[src/rtl/rounding_pkg.sv]
// Shared rounding definitions: mode codes, per-result flag bundle and increment decision.
package rounding_pkg;

  typedef enum logic [2:0] {
    IEEE_near = 3'd0,
    IEEE_zero = 3'd1,
    IEEE_pinf = 3'd2,
    IEEE_ninf = 3'd3,
    near_up   = 3'd4,
    away_zero = 3'd5
  } round_mode_e;

  typedef struct packed {
    logic inexact;
    logic overflow;
    logic underflow;
  } round_flags_t;

  // Codes 6 and 7 fall through to round-to-nearest-even.
  function automatic logic round_incr(input logic [2:0] mode, input logic sign, input logic lsb,
                                      input logic guard, input logic sticky);
    logic incr;
    case (round_mode_e'(mode))
      IEEE_zero: incr = 1'b0;
      IEEE_pinf: incr = !sign & (guard | sticky);
      IEEE_ninf: incr = sign & (guard | sticky);
      near_up:   incr = guard;
      away_zero: incr = guard | sticky;
      default:   incr = guard & (sticky | lsb);
    endcase
    return incr;
  endfunction

endpackage

[src/rtl/fp_round_incr.sv]
// Combinational round-increment decision and mantissa add, one bit wider to expose carry-out.
module fp_round_incr
  import rounding_pkg::*;
#(
  parameter int unsigned MAN_W = 23
) (
  input  logic [MAN_W:0]   mant_i,
  input  logic             sign_i,
  input  logic             guard_i,
  input  logic             sticky_i,
  input  logic [2:0]       mode_i,
  output logic [MAN_W+1:0] mant_o,
  output logic             inexact_o
);

  logic incr;

  assign incr      = round_incr(mode_i, sign_i, mant_i[0], guard_i, sticky_i);
  assign mant_o    = {1'b0, mant_i} + {{(MAN_W + 1){1'b0}}, incr};
  assign inexact_o = guard_i | sticky_i;

endmodule

[src/rtl/fp_round_pipe.sv]
// Two-stage IEEE-754 round/pack pipeline with valid/ready flow control.
// Optional accumulated sticky flags are enabled with `define ROUND_FLAG_ACC_EN.
module fp_round_pipe
  import rounding_pkg::*;
#(
  parameter int unsigned EXP_W = 8,
  parameter int unsigned MAN_W = 23
) (
  input  logic                     clk,
  input  logic                     rst,
  input  logic                     in_valid,
  output logic                     in_ready,
  input  logic                     in_sign,
  input  logic [EXP_W+1:0]         in_exponent,
  input  logic [MAN_W:0]           in_mantissa,
  input  logic                     in_guard,
  input  logic                     in_sticky,
  input  logic [2:0]               in_round_mode,
  output logic                     out_valid,
  input  logic                     out_ready,
  output logic [EXP_W+MAN_W:0]     out_z,
  output logic                     out_inexact,
  output logic                     out_overflow,
  output logic                     out_underflow,
  input  logic                     flag_clr,
  output logic                     acc_inexact,
  output logic                     acc_overflow,
  output logic                     acc_underflow
);

  localparam int unsigned EW = EXP_W + 2;
  localparam int unsigned ZW = EXP_W + MAN_W + 1;
  localparam logic [EW-1:0] ExpMax = {2'b00, {EXP_W{1'b1}}};

  logic [MAN_W+1:0] mant_rnd;
  logic             inexact_rnd;

  logic             s1_valid_q, s1_sign_q, s1_inexact_q;
  logic [EW-1:0]    s1_exp_q;
  logic [MAN_W+1:0] s1_mant_q;
  logic [2:0]       s1_mode_q;

  logic             s2_valid_q;
  logic [ZW-1:0]    z_d, z_q;
  round_flags_t     flags_d, flags_q;

  logic             s1_load, s2_load, carry, ovf, unf;
  logic [EW:0]      exp_rnd;
  logic [ZW-1:0]    inf_z, maxn_z;

  fp_round_incr #(
    .MAN_W(MAN_W)
  ) u_incr (
    .mant_i   (in_mantissa),
    .sign_i   (in_sign),
    .guard_i  (in_guard),
    .sticky_i (in_sticky),
    .mode_i   (in_round_mode),
    .mant_o   (mant_rnd),
    .inexact_o(inexact_rnd)
  );

  assign s2_load  = !s2_valid_q || out_ready;
  assign s1_load  = !s1_valid_q || s2_load;
  assign in_ready = s1_load && !rst;

  always_comb begin
    carry   = s1_mant_q[MAN_W+1];
    // Sign-extend one bit so the carry increment can never wrap.
    exp_rnd = {s1_exp_q[EW-1], s1_exp_q} + {{EW{1'b0}}, carry};
    ovf     = !exp_rnd[EW] && (exp_rnd[EW-1:0] >= ExpMax);
    unf     = exp_rnd[EW] || (exp_rnd == '0);
    inf_z   = {s1_sign_q, {EXP_W{1'b1}}, {MAN_W{1'b0}}};
    maxn_z  = {s1_sign_q, {(EXP_W - 1){1'b1}}, 1'b0, {MAN_W{1'b1}}};

    z_d     = {s1_sign_q, exp_rnd[EXP_W-1:0],
               carry ? s1_mant_q[MAN_W:1] : s1_mant_q[MAN_W-1:0]};
    flags_d = '{inexact: s1_inexact_q, overflow: 1'b0, underflow: 1'b0};

    if (ovf) begin
      flags_d = '{inexact: 1'b1, overflow: 1'b1, underflow: 1'b0};
      case (round_mode_e'(s1_mode_q))
        IEEE_zero: z_d = maxn_z;
        IEEE_pinf: z_d = s1_sign_q ? maxn_z : inf_z;
        IEEE_ninf: z_d = s1_sign_q ? inf_z : maxn_z;
        default:   z_d = inf_z;
      endcase
    end else if (unf) begin
      flags_d = '{inexact: 1'b1, overflow: 1'b0, underflow: 1'b1};
      z_d     = {s1_sign_q, {(ZW - 1){1'b0}}};
    end
  end

  always_ff @(posedge clk) begin
    if (rst) begin
      s1_valid_q   <= 1'b0;
      s1_sign_q    <= 1'b0;
      s1_inexact_q <= 1'b0;
      s1_exp_q     <= '0;
      s1_mant_q    <= '0;
      s1_mode_q    <= '0;
      s2_valid_q   <= 1'b0;
      z_q          <= '0;
      flags_q      <= '0;
    end else begin
      if (s1_load) begin
        s1_valid_q   <= in_valid;
        s1_sign_q    <= in_sign;
        s1_inexact_q <= inexact_rnd;
        s1_exp_q     <= in_exponent;
        s1_mant_q    <= mant_rnd;
        s1_mode_q    <= in_round_mode;
      end
      if (s2_load) begin
        s2_valid_q <= s1_valid_q;
        z_q        <= z_d;
        flags_q    <= flags_d;
      end
    end
  end

  assign out_valid     = s2_valid_q;
  assign out_z         = z_q;
  assign out_inexact   = flags_q.inexact;
  assign out_overflow  = flags_q.overflow;
  assign out_underflow = flags_q.underflow;

`ifdef ROUND_FLAG_ACC_EN
  round_flags_t acc_d, acc_q;

  // A transfer coinciding with a clear leaves exactly that result's flags.
  always_comb begin
    acc_d = flag_clr ? '0 : acc_q;
    if (out_valid && out_ready) acc_d = round_flags_t'(acc_d | flags_q);
  end

  always_ff @(posedge clk) begin
    if (rst) acc_q <= '0;
    else     acc_q <= acc_d;
  end

  assign acc_inexact   = acc_q.inexact;
  assign acc_overflow  = acc_q.overflow;
  assign acc_underflow = acc_q.underflow;
`else
  logic unused_flag_clr;
  assign unused_flag_clr = flag_clr;
  assign acc_inexact     = 1'b0;
  assign acc_overflow    = 1'b0;
  assign acc_underflow   = 1'b0;
`endif

endmodule

[config.mk]
export PLATFORM = sky130hd
export DESIGN_NAME = fp_round_pipe
export DESIGN_NICKNAME = d
export VERILOG_FILES = /design/src/rtl/rounding_pkg.sv /design/src/rtl/fp_round_incr.sv /design/src/rtl/fp_round_pipe.sv
export SDC_FILE = /design/constraint.sdc
export NUM_CORES = 1
export LEC_CHECK = 0
export ABC_AREA = 1
export BUFFER_PORTS_ARGS = -buffer_cell sky130_fd_sc_hd__buf_2
export CAP_MARGIN = 10
export CORE_MARGIN = 4
export CORE_UTILIZATION = 56
export CTS_CLUSTER_DIAMETER = 50
export DETAILED_ROUTE_END_ITERATION = 10
export PLACE_DENSITY_LB_ADDON = 0.3
export SYNTH_ARGS = -nofsm -noshare
export SYNTH_HDL_FRONTEND = slang
export SYNTH_SLANG_ARGS = --single-unit
[constraint.sdc]
create_clock -name clk -period 3 [get_ports clk]
set_input_delay 0.3 -clock clk [delete_from_list [all_inputs] [get_ports clk]]
set_output_delay 0.3 -clock clk [all_outputs]
set_load 0.02 [all_outputs]
==> flow_summary.ini <==
[clock_tree]
post_cts_buffers = 0
root_buffer = clkbuf_8
clk_pin_slew_ns = 0.08
cts_max_level = 3
cts_buffer_depth = 2
post_cts_hold_buffer_count = 0
insertion_delay_ns = 0.34
cts_inserted_buffers = 9
cts_tree = yes
cts.repair.resized = 0
clock_sinks = 77

[route]
wl_per_cell_um = 12.4
via_per_inst = 5.21
firstDrtPassIters = 6
drtIter0Drc = 227
antenna_left = 0
vias = 4260
wirelength_um = 10200
drc = 0

[synth]
ys_warn_count = 0
synth-async-reset-ratio = 0
ys.flop_type = dfxtp_1
synth_area_sq_mm = 0.00438
yosys.area.top_type_share = 0.352
netlist_top_cells_area = dfxtp_1 (35%), o21ai_0 (9.9%), nor2_1 (9.4%)
seq_area_frac_synth = 0.352
avgSynthCellArea_sq_um = 6.70
synth_edf_count = 0
synth_top_cell_by_area = dfxtp_1
syn_inst = 653
synth_cell_types = 45
ys_ff_latch = 77

[final_layout]
final_core_util = 0.663
final_cells = 818
drive_above_1_share = 0.188
nets = 764
n_antenna_cell = 0
final_area_sq_mm = 0.00491
layout-area-overhead-vs-synth_pct = 12.2

[global_route]
grt_pass1_wl_um = 16500
track_usage = 0.224
grt_pass1_vias = 3725
overflow = 0
antenna_found_initial = 0
grt_max_degree = 48

[floorplan]
row_count = 31
dieHeight_um = 96.4
ios = 85
die_w_um = 96.4
coreArea_sq_mm = 0.00741
die-area_sq_mm = 0.00930
start_util = 0.591

[worst_setup_path]
crit_type = flop to flop
timing.rr.end = out_z[28]
cp-end-kind = flop
crit_fanout = 24
crit_required_ns = 3.21
r2r_slack_ns = 0.69
worstRegToRegCells = 11
cp_data_arrival_time_ns = 2.52
cp-startpoint = s1_exp_q[0]
crit_path_end = out_z[28]
start_kind = flop
reg2reg_from = s1_exp_q[0]

[sta]
fmax_mhz = 433
setup_slack_ns = 0.689
slew_violations = 0
hold_viol = 0
timing.final.crit_share = 0.770
setup_tns_ns = 0
rsz0062_at_grt = false
fin_skew_ns = 0.0100
finalSetupViolCount = 0
max_slew_margin = 0.647
period_minus_slack_ns = 2.31
worst_pin_slew_ns = 0.526

[placement]
place.gp.congestion = 0.889
dpl_worst_slack_ns = 0.335
dp.cells = 803
dp_hpwl_um = 7650
io_buffers = 80
placed_area_sq_mm = 0.00474

[hold_path]
hp-class = primary input to flop

[run_status]
outcome = finished, final reports clean

[power_and_ir_drop]
powerDensity_mw_per_mm2 = 462
p_leak_nw = 2.39
irDropWorstVdd_mv = 0.225

[flow_run]
drv_cap = 0
how the worst min path moves through the flow:
stage	start	cells after the start	slack (ns)	to
global route	in_valid	2	0.18	s1_valid_q
global placement	s1_mode_q[0]	2	0.46	s1_mode_q[0]
CTS	in_valid	2	0.18	s1_valid_q
floorplan	in_valid	1	0.42	s1_valid_q
finish	in_valid	2	0.19	s1_valid_q
detailed placement	s1_mode_q[0]	2	0.47	s1_mode_q[0]
power breakdown:
group / leakage [nW] / internal [mW] / switching (mW)
Sequential: 0.638 / 1.10 / 0.0412
Combinational: 1.66 / 0.151 / 0.277
Clock: 0.0949 / 0.338 / 0.365
Total: 2.39 / 1.58 / 0.683
cells by family after synthesis:
group                      share of synthesized area
AOI/OAI and AO/OA                              0.187
adders and majority gates                     0.0114
other                                       0.000857
xor gates and xnor gates                      0.0260
muxes                                        0.00257
and+or+nand+nor                                0.300
buffers and inverters                          0.120
DFF                                            0.352
Yosys cell counts, types with 2 or more instances:
master / count
nand2_2: 4
o211ai_1: 3
nand3_1: 44
buf_6: 4
nand2_1: 84
nand3b_1: 2
clkbuf_1: 22
o31ai_1: 2
xor2_1: 8
dfxtp_1: 77
nor2_2: 11
or2_2: 2
a21oi_1: 48
buf_2: 5
o21bai_1: 3
o21a_1: 2
nor2_4: 2
ha_1: 4
nand3_2: 5
xnor2_1: 5
nand4_1: 15
nor2_1: 110
buf_4: 4
nor4_1: 2
nor3_1: 4
inv_1: 76
o21ai_0: 87
layout make-up:
cell class                 instances  area [sq um]
sequential                        77          1540
clock buffer                      11           151
inverter                          77           289
multi-input combinational        462          2320
fill                             677          2500
clock inverter                     4          23.8
tap                               99           124
timing repair buffer              88           460
critical path: stages, from the launching register on:
cell	delay, ns
dfxtp_1	0.40
ha_1	0.32
nand2_1	0.11
nor2_1	0.13
nand3_1	0.08
nand2_1	0.06
nand2_1	0.11
nand3_2	0.15
a21oi_4	0.06
buf_4	0.21
nor2_1	0.40
a21oi_1	0.14
layer usage:
| metal | vias to the layer above | global-route usage | part of all wire |
|---|---|---|---|
| li1 | 2237 | - | - |
| met1 | 1881 | 0.322 | 0.50 |
| met2 | 132 | 0.344 | 0.42 |
| met3 | 10 | 0.0434 | 0.068 |
| met4 | 0 | 0.0596 | 0.0081 |
| met5 | - | 0 | 0 |
cells in the final DEF, fill, tap and decap left out, drive strengths merged, types with 2 or more instances in the layout:
cell / count
ha: 4
inv: 76
a21oi: 49
conb: 3
nand4: 15
o21bai: 3
o21ai: 88
clkinv: 5
nor3: 4
nor4: 2
nor2: 123
o21a: 2
buf: 88
xor2: 8
o211ai: 3
clkbuf: 11
nand3b: 2
nand3: 50
xnor2: 5
dfxtp: 77
a31oi: 2
or2: 3
nand2: 89
o31ai: 2
registers in the layout, indices dropped and copies added, names as in the netlist:
| name | cells |
|---|---|
| s1_valid_q | 1 |
| out_underflow | 1 |
| s1_mant_q | 25 |
| s1_exp_q | 10 |
| out_overflow | 1 |
| out_valid | 1 |
| s1_inexact_q | 1 |
| s1_sign_q | 1 |
| out_inexact | 1 |
| s1_mode_q | 3 |
| out_z | 32 |
stage by stage:
step | hold WS [ns] | total power, mW
2_1_floorplan | 0.424 | 1.46
3_3_place_gp | 0.459 | 1.57
3_5_place_dp | 0.468 | 1.59
4_1_cts | 0.181 | 2.28
5_1_grt | 0.176 | 2.39
6_report | 0.187 | 2.27
Power figures use the tool's default switching activity.
